**config.mk**
```make
export PLATFORM = sky130hd
export DESIGN_NAME = store_queue
export DESIGN_NICKNAME = d
export VERILOG_FILES = /design/src/rtl/store_queue_pkg.sv /design/src/rtl/store_queue_fwd_match.sv /design/src/rtl/store_queue.sv
export SDC_FILE = /design/constraint.sdc
export NUM_CORES = 2
export LEC_CHECK = 0
export CELL_PAD_IN_SITES_DETAIL_PLACEMENT = 1
export CELL_PAD_IN_SITES_GLOBAL_PLACEMENT = 2
export CORE_ASPECT_RATIO = 0.9
export CORE_UTILIZATION = 40
export CTS_CLUSTER_DIAMETER = 60
export DETAILED_ROUTE_END_ITERATION = 7
export PLACE_DENSITY_LB_ADDON = 0.2
export SYNTH_ARGS = -nofsm -noshare
export SYNTH_HDL_FRONTEND = slang
export SYNTH_HIERARCHICAL = 1
export SYNTH_SLANG_ARGS = --single-unit
```
**constraint.sdc**
```tcl
create_clock -name clk_i -period 16 [get_ports clk_i]
set_input_delay 2.4 -clock clk_i [delete_from_list [all_inputs] [get_ports clk_i]]
set_output_delay 2.4 -clock clk_i [all_outputs]
set_load 0.02 [all_outputs]
```
**src/rtl/store_queue_pkg.sv**
```systemverilog
// Shared defaults and entry layout for the store queue.
package store_queue_pkg;
  localparam int SQ_DEPTH    = 16;
  localparam int SQ_ADDR_LEN = 32;
  localparam int SQ_DATA_LEN = 32;
  localparam int SQ_BYTE_OFS = $clog2(SQ_DATA_LEN/8);

  typedef struct packed {
    logic [SQ_ADDR_LEN-1:0]   addr;
    logic [SQ_DATA_LEN-1:0]   data;
    logic [SQ_DATA_LEN/8-1:0] mask;
  } sq_entry_t;

  function automatic int byte_ofs(input int data_len);
    return $clog2(data_len/8);
  endfunction
endpackage

```
**src/rtl/store_queue_fwd_match.sv**
```systemverilog
// Wrap-aware youngest-first forwarding matcher.
// STORE_QUEUE_BYTE_MERGE_EN: each byte lane picks its own youngest masked match.
module store_queue_fwd_match
  import store_queue_pkg::*;
#(
  parameter  int DEPTH    = SQ_DEPTH,
  parameter  int WA       = SQ_ADDR_LEN - SQ_BYTE_OFS,
  parameter  int NB       = SQ_DATA_LEN/8,
  localparam int PTR_BITS = $clog2(DEPTH)
) (
  input  logic [DEPTH-1:0]                ent_vld,
  input  logic [DEPTH-1:0][WA-1:0]        ent_addr,
  input  logic [DEPTH-1:0][NB-1:0]        ent_mask,
  input  logic [WA-1:0]                   load_addr,
  input  logic [PTR_BITS:0]               head,
  input  logic [PTR_BITS:0]               tail,
  output logic                            hit,
  output logic [NB-1:0]                   lane_sel,
  output logic [NB-1:0][PTR_BITS-1:0]     lane_idx
);
  logic [PTR_BITS:0]                cnt;
  logic [DEPTH-1:0]                 match;
  logic [DEPTH-1:0][PTR_BITS-1:0]   ord;

  assign cnt = tail - head;

  // ord[k] is the slot of the k-th youngest entry
  always_comb begin
    for (int k = 0; k < DEPTH; k++) begin
      ord[k]   = tail[PTR_BITS-1:0] - PTR_BITS'(k + 1);
      match[k] = ent_vld[k] && (ent_addr[k] == load_addr);
    end
  end

`ifdef STORE_QUEUE_BYTE_MERGE_EN
  for (genvar b = 0; b < NB; b++) begin : g_lane
    logic                sel;
    logic [PTR_BITS-1:0] idx;
    always_comb begin
      sel = 1'b0;
      idx = '0;
      for (int k = DEPTH-1; k >= 0; k--)
        if ((PTR_BITS+1)'(k) < cnt && match[ord[k]] && ent_mask[ord[k]][b]) begin
          sel = 1'b1;
          idx = ord[k];
        end
    end
    assign lane_sel[b] = sel;
    assign lane_idx[b] = idx;
  end
  assign hit = |lane_sel;
`else
  logic [PTR_BITS-1:0] widx;
  always_comb begin
    hit  = 1'b0;
    widx = '0;
    for (int k = DEPTH-1; k >= 0; k--)
      if ((PTR_BITS+1)'(k) < cnt && match[ord[k]]) begin
        hit  = 1'b1;
        widx = ord[k];
      end
  end
  for (genvar b = 0; b < NB; b++) begin : g_lane
    assign lane_sel[b] = hit && ent_mask[widx][b];
    assign lane_idx[b] = widx;
  end
`endif
endmodule

```
**src/rtl/store_queue.sv**
```systemverilog
// Circular store queue: holds speculative stores, drains committed ones, forwards to loads.
// STORE_QUEUE_BYTE_MERGE_EN selects per-byte merge forwarding.
module store_queue
  import store_queue_pkg::*;
#(
  parameter  int DEPTH    = SQ_DEPTH,
  parameter  int ADDR_LEN = SQ_ADDR_LEN,
  parameter  int DATA_LEN = SQ_DATA_LEN,
  localparam int PTR_BITS = $clog2(DEPTH),
  localparam int NB       = DATA_LEN/8
) (
  input  logic                clk_i,
  input  logic                reset_i,
  input  logic                alloc_valid_i,
  input  logic [ADDR_LEN-1:0] alloc_addr_i,
  input  logic [DATA_LEN-1:0] alloc_data_i,
  input  logic [NB-1:0]       alloc_mask_i,
  output logic                alloc_ready_o,
  input  logic                commit_i,
  input  logic                flush_i,
  input  logic                load_valid_i,
  input  logic [ADDR_LEN-1:0] load_addr_i,
  output logic                load_hit_o,
  output logic [DATA_LEN-1:0] load_data_o,
  output logic [NB-1:0]       load_mask_o,
  output logic                mem_req_o,
  output logic [ADDR_LEN-1:0] mem_addr_o,
  output logic [DATA_LEN-1:0] mem_data_o,
  output logic [NB-1:0]       mem_mask_o,
  input  logic                mem_ack_i,
  output logic                full_o,
  output logic                empty_o,
  output logic [PTR_BITS:0]   count_o
);
  localparam int OFS = byte_ofs(DATA_LEN);
  localparam int WA  = ADDR_LEN - OFS;

  logic [PTR_BITS:0]                head_q, cmt_q, tail_q, cmt_n, tail_n;
  logic [PTR_BITS-1:0]              hidx, tidx, off;
  logic [DEPTH-1:0]                 vld_q, set_v, clr_v;
  logic [DEPTH-1:0][ADDR_LEN-1:0]   addr_q;
  logic [DEPTH-1:0][NB-1:0][7:0]    data_q;
  logic [DEPTH-1:0][NB-1:0]         mask_q;
  logic [DEPTH-1:0][WA-1:0]         waddr;
  logic                             do_alloc, do_commit, do_ack;
  logic                             fwd_hit;
  logic [NB-1:0]                    lane_sel;
  logic [NB-1:0][PTR_BITS-1:0]      lane_idx;
  logic [NB-1:0][7:0]               fwd_data;
  logic                             unused_lo;

  assign hidx          = head_q[PTR_BITS-1:0];
  assign tidx          = tail_q[PTR_BITS-1:0];
  assign count_o       = tail_q - head_q;
  assign full_o        = count_o == (PTR_BITS+1)'(DEPTH);
  assign empty_o       = tail_q == head_q;
  assign alloc_ready_o = !full_o;
  assign mem_req_o     = head_q != cmt_q;
  assign mem_addr_o    = addr_q[hidx];
  assign mem_data_o    = data_q[hidx];
  assign mem_mask_o    = mask_q[hidx];
  assign unused_lo     = ^load_addr_i[OFS-1:0];

  // full is judged on registered state; flush wins over a same-cycle alloc
  assign do_alloc  = alloc_valid_i && !full_o && !flush_i;
  assign do_commit = commit_i && (cmt_q != tail_q);
  assign do_ack    = mem_req_o && mem_ack_i;
  assign cmt_n     = cmt_q + (PTR_BITS+1)'(do_commit);
  assign tail_n    = flush_i ? cmt_n : tail_q + (PTR_BITS+1)'(do_alloc);

  always_comb begin
    set_v = '0;
    clr_v = '0;
    off   = '0;
    if (do_alloc) set_v[tidx] = 1'b1;
    if (do_ack)   clr_v[hidx] = 1'b1;
    if (flush_i)
      for (int i = 0; i < DEPTH; i++) begin
        off = PTR_BITS'(i) - cmt_n[PTR_BITS-1:0];
        if ({1'b0, off} < (tail_q - cmt_n)) clr_v[i] = 1'b1;
      end
    for (int i = 0; i < DEPTH; i++) waddr[i] = addr_q[i][ADDR_LEN-1:OFS];
  end

  store_queue_fwd_match #(.DEPTH(DEPTH), .WA(WA), .NB(NB)) u_match (
    .ent_vld   (vld_q),
    .ent_addr  (waddr),
    .ent_mask  (mask_q),
    .load_addr (load_addr_i[ADDR_LEN-1:OFS]),
    .head      (head_q),
    .tail      (tail_q),
    .hit       (fwd_hit),
    .lane_sel  (lane_sel),
    .lane_idx  (lane_idx)
  );

  always_comb begin
    for (int b = 0; b < NB; b++)
`ifdef STORE_QUEUE_BYTE_MERGE_EN
      fwd_data[b] = lane_sel[b] ? data_q[lane_idx[b]][b] : 8'h00;
`else
      fwd_data[b] = fwd_hit ? data_q[lane_idx[b]][b] : 8'h00;
`endif
  end

  always_ff @(posedge clk_i) begin
    if (reset_i) begin
      head_q      <= '0;
      cmt_q       <= '0;
      tail_q      <= '0;
      vld_q       <= '0;
      load_hit_o  <= 1'b0;
      load_data_o <= '0;
      load_mask_o <= '0;
    end else begin
      head_q      <= head_q + (PTR_BITS+1)'(do_ack);
      cmt_q       <= cmt_n;
      tail_q      <= tail_n;
      vld_q       <= (vld_q & ~clr_v) | set_v;
      load_hit_o  <= load_valid_i && fwd_hit;
      load_data_o <= load_valid_i ? fwd_data : '0;
      load_mask_o <= load_valid_i ? lane_sel : '0;
    end
  end

  always_ff @(posedge clk_i) begin
    if (do_alloc) begin
      addr_q[tidx] <= alloc_addr_i;
      data_q[tidx] <= alloc_data_i;
      mask_q[tidx] <= alloc_mask_i;
    end
  end

  a_commit_has_entry: assert property (@(posedge clk_i) disable iff (reset_i)
    commit_i |-> (cmt_q != tail_q));
endmodule

```
# After elaboration in Yosys (flattened, before gate mapping)
# Cells that the tools add are included.
# W data, S select, Z words.
[totals]
out_inout_bits = 114
inputBits = 107
reg_bits = 1156
[classes]
n_bitwise = 5
add_sub_neg = 36
n_mux = 105
reduce_logical = 47
eq_ne = 20
order_cmp = 52
[ops]
columns = ["op", "count"]
rows = [
  ["$bwmux W512", 2],
  ["$eq A30 B30 Y1", 16],
  ["$bmux W32 S4", 3],
  ["$demux W32 S4", 1],
  ["$mux W32", 4],
  ["$lt A4 B5 Y1 const B", 18],
  ["$lt A4 B5 Y1", 16],
  ["$mux W4", 19],
  ["$bmux W1 S4", 16],
  ["$bwmux W64", 1],
  ["$mux W1", 50],
  ["$mux W16", 3],
  ["$logic_and A1 B1 Y1", 43],
  ["$lt A4 B5 Y1 const A", 8],
  ["$bmux W4 S4", 2],
  ["$sub A4 B4 Y4 const A", 8],
  ["$sub A4 B4 Y4 const B", 8],
  ["$lt A3 B5 Y1 const A", 4],
  ["$and A16 B16 Y16", 1],
  ["$demux W4 S4", 1],
  ["$not A16 Y16", 1],
  ["$or A16 B16 Y16", 1],
  ["$sub A3 B4 Y4 const A", 4],
  ["$sub A4 B3 Y4 const B", 4],
  ["18 further kinds", 31],
]

# Longest topological paths before layout
[depth]
ltp_word = 24
mapped_depth = 30
ltp_nobuf = 20

# Modules after synthesis
# Netlist, hierarchy kept.
[modules_own_cells]
columns = ["module", "area_each_um2", "seq_area_each_um2", "instances", "cells_each"]
rows = [
  ["store_queue", 48332.6, 34032.6, 1, 2161],
  ["store_queue_fwd_match", 11045.6, 0.0, 1, 1458],
]

# Worst setup path before layout
# Ideal clock, no wire load.
[synth_timing]
kind = "in2reg"
start = "input load_addr_i[8]"
end = "register load_data_o[10]"
setup_slack_ns = 8.476
stages = 22
t_arrival_ns = 7.396
cell_sequence = "buf_4 xor2_1 or4_4 nor4_4 nand3_2 o2111ai_2 nor3_4 a2111o_1 a22o_1 a31o_1 a2111o_1 buf_6 o21a_4 buf_6 inv_8 buf_12 buf_4 clkbuf_1 buf_2 mux4_2 mux4_2 nor2b_1"
[synth_lines]
columns = ["item", "line_no", "rtl"]
rows = [
  ["start, declared", "store_queue.sv:22", "input logic [ADDR_LEN-1:0] load_addr_i,"],
  ["end signal, assigned", "store_queue.sv:121", "load_data_o <= load_valid_i ? fwd_data : '0;"],
  ["end, declared", "store_queue.sv:24", "output logic [DATA_LEN-1:0] load_data_o,"],
]

==> qor.yml <==
status: "finished, final reports clean"
ys_top_cells_by_area: "edfxtp_1, mux4_2, xnor2_1"
rows: 133
synth_cells: 3619
cts_setup_buffers: 0
yosys.cell_types.count: 110
max_freq_ghz: 0.09383
yosys_warnings: 6
cts_sinks: 1156
slew_headroom_pct: 4.667
tightest_slew_ns: 1.417
worst_slack_ns: 5.342
cts_buffers: 137
firstDrtPassIters: 5
maxCapViolations: 0
power_leakage_nw: 20.60
fin_crit_ns: 10.66
period_share_pct: 66.61
setup_viol: 0
clk_latency_ns: 0.78
portBuffers: 218
synth_enable_flop_cells: 1088
hp-class: "reg2reg"
fp.dieH_um: 367.5
core_area_um2: 146800
path_max_fanout: 47
hold_viol: 0
cp.arrival_ns: 11.28
dp.final_hpwl_mm: 154.3
p_per_area_nw_per_um2: 168.2
synth.avg_cell_area_um2: 16.41
num_vias: 37950
ctsResizeCount: 0
holdWs_ns: 0.5928
synth.yosys.seq_area_share_pct: 57.32
drcViolationCount: 0
drive_gt1_share_pct: 23.40
multiInputGateArea_um2: 23880
grt_max_degree: 128
drtIter0Drc: 4914
cts_tree: "yes"
ant_nets: 0
mappedNetlistArea_um2: 59380
ir_drop_uv: 285.2
fin_setup_tns_ns: 0
top_level_ports: 221
critical_path_required_ns: 16.62
die_area_um2: 150000
drt-wirelength-per-cell_um: 38.45
totalWireLength_mm: 227.1
end_kind: "flip-flop"
fin_nets: 3980
rsz0062_at_grt: "false"
clock_path_buffers: 3
synth_top_area_share_pct: 55.02
synth_top_cell_by_area: "edfxtp_1"
synth-main-ff-cell: "edfxtp_1"
path_clk_slew_ns: 0.06
antenna_found_initial: 15
avgViaCountPerCell: 6.425
place_ws_ns: 4.910
synth_nets: 3765
synth_common_cells: "edfxtp_1, mux4_2, xnor2_1, nand4_1, clkbuf_1"
grt_pass1_wl_mm: 312.5
slew_violations: 0
gp_congestion: 1.030
ys_ff_latch: 1156
dieWidth_um: 408.1
async_flop_share_pct: 0
grt_pass1_vias: 37470
cts_hold_buffers: 0
start_util_pct: 40.46
syn_to_final_growth_pct: 15.13
fillCellCount: 14000
root_buffer: "clkbuf_16"
overflow: 0
regArea_um2: 34050
fin_worst_skew_ns: 0.04518
globalRouteTotalUtil_pct: 30.06
worstSetupPathType: "in2reg"
critPathLaunchType: "input port"
yosysMostFrequentCell: "edfxtp_1"
r2r_slack_ns: 7.42
cts_max_level: 4
[logic make-up after synthesis]
logic type	share of synthesized area (%)
XOR/XNOR	8.039
AND/OR/NAND/NOR	6.638
AO/OA/AOI/OAI	4.134
buffers and inverters	2.746
adder cells (fa/ha/maj)	1.011
multiplexers	20.12
flip-flops	57.32
[placed cells by master (no fill, tap or decap), drive strengths merged, types with 23 or more instances in the layout]
cell type,count
clkbuf,164
nand2b,23
a21oi,58
o211ai,46
edfxtp,1088
nand4,196
clkinv,56
nand2,91
nor3,23
clkdlybuf4s50,218
mux4,515
xor2,54
xnor2,485
ha,37
dfxtp,68
and2,28
nor4,62
nor2b,43
nor2,83
inv,71
nand3,81
o21ai,56
buf,103
[metal layers]
layer | up-vias | track usage [%] | wire [µm]
met2 | 1902 | 44.31 | 100100
met3 | 316 | 6.365 | 20600
met4 | 14 | 9.666 | 7857
li1 | 15230 | - | -
met5 | - | 0 | 91
met1 | 20490 | 44.30 | 98430
[registers in the layout, indices dropped and copies added (netlist names)]
register     flops
head_q           5
mask_q          64
tail_q           5
load_data_o     32
cmt_q            5
addr_q         512
load_hit_o       1
load_mask_o      4
data_q         512
vld_q           16
[layout make-up]
class,count,area share (%)
Sequential cell,1156,49.81
Multi-Input combinational cell,2156,34.93
Clock buffer,164,5.266
Timing Repair Buffer,321,4.396
Tap cell,1957,3.582
Clock inverter,86,1.644
Inverter,62,0.3661
Antenna cell,4,0.01464
[metrics by stage]
stage / power [mW] / cells / cell area [µm²] / util (%)
4_1_cts: 11.60 / 5902 / 68350 / 46.57
3_3_place_gp: 8.315 / 5652 / 63630 / 43.35
2_1_floorplan: 7.030 / 3619 / 59380 / -
6_report: 11.50 / 5906 / 68360 / 46.57
3_5_place_dp: 8.327 / 5652 / 63630 / 43.35
5_1_grt: 11.96 / 5904 / 68350 / 46.57
[final timing paths]
| kind | cells after the start | startpoint | end |
|---|---|---|---|
| setup / recovery | 18 | load_addr_i[9] | load_data_o[4] |
| hold / removal | 2 | vld_q[3] | vld_q[3] |
| setup reg to reg | 22 | tail_q[0] | load_data_o[4] |
| hold reg to reg | 2 | vld_q[3] | vld_q[3] |
[power breakdown]
group	switching, mW	internal (mW)
Sequential	0.0649	3.40
Clock	1.37	1.89
Combinational	2.54	2.24
[worst max-delay path: stages]
cell	delay [ns]
clkdlybuf4s50_1	0.87
xnor2_1	1.09
nand4_1	0.21
nor4_2	1.02
nand3_1	0.45
a31oi_1	0.38
o2111ai_1	0.30
o22ai_1	0.59
a22o_1	0.25
o2111ai_1	0.12
a311oi_1	0.31
o41ai_2	0.16
inv_6	0.38
buf_4	0.71
buf_4	0.74
mux4_2	0.42
mux4_2	0.49
nor2b_1	0.17
No activity file was read; power rests on OpenSTA's default activity.
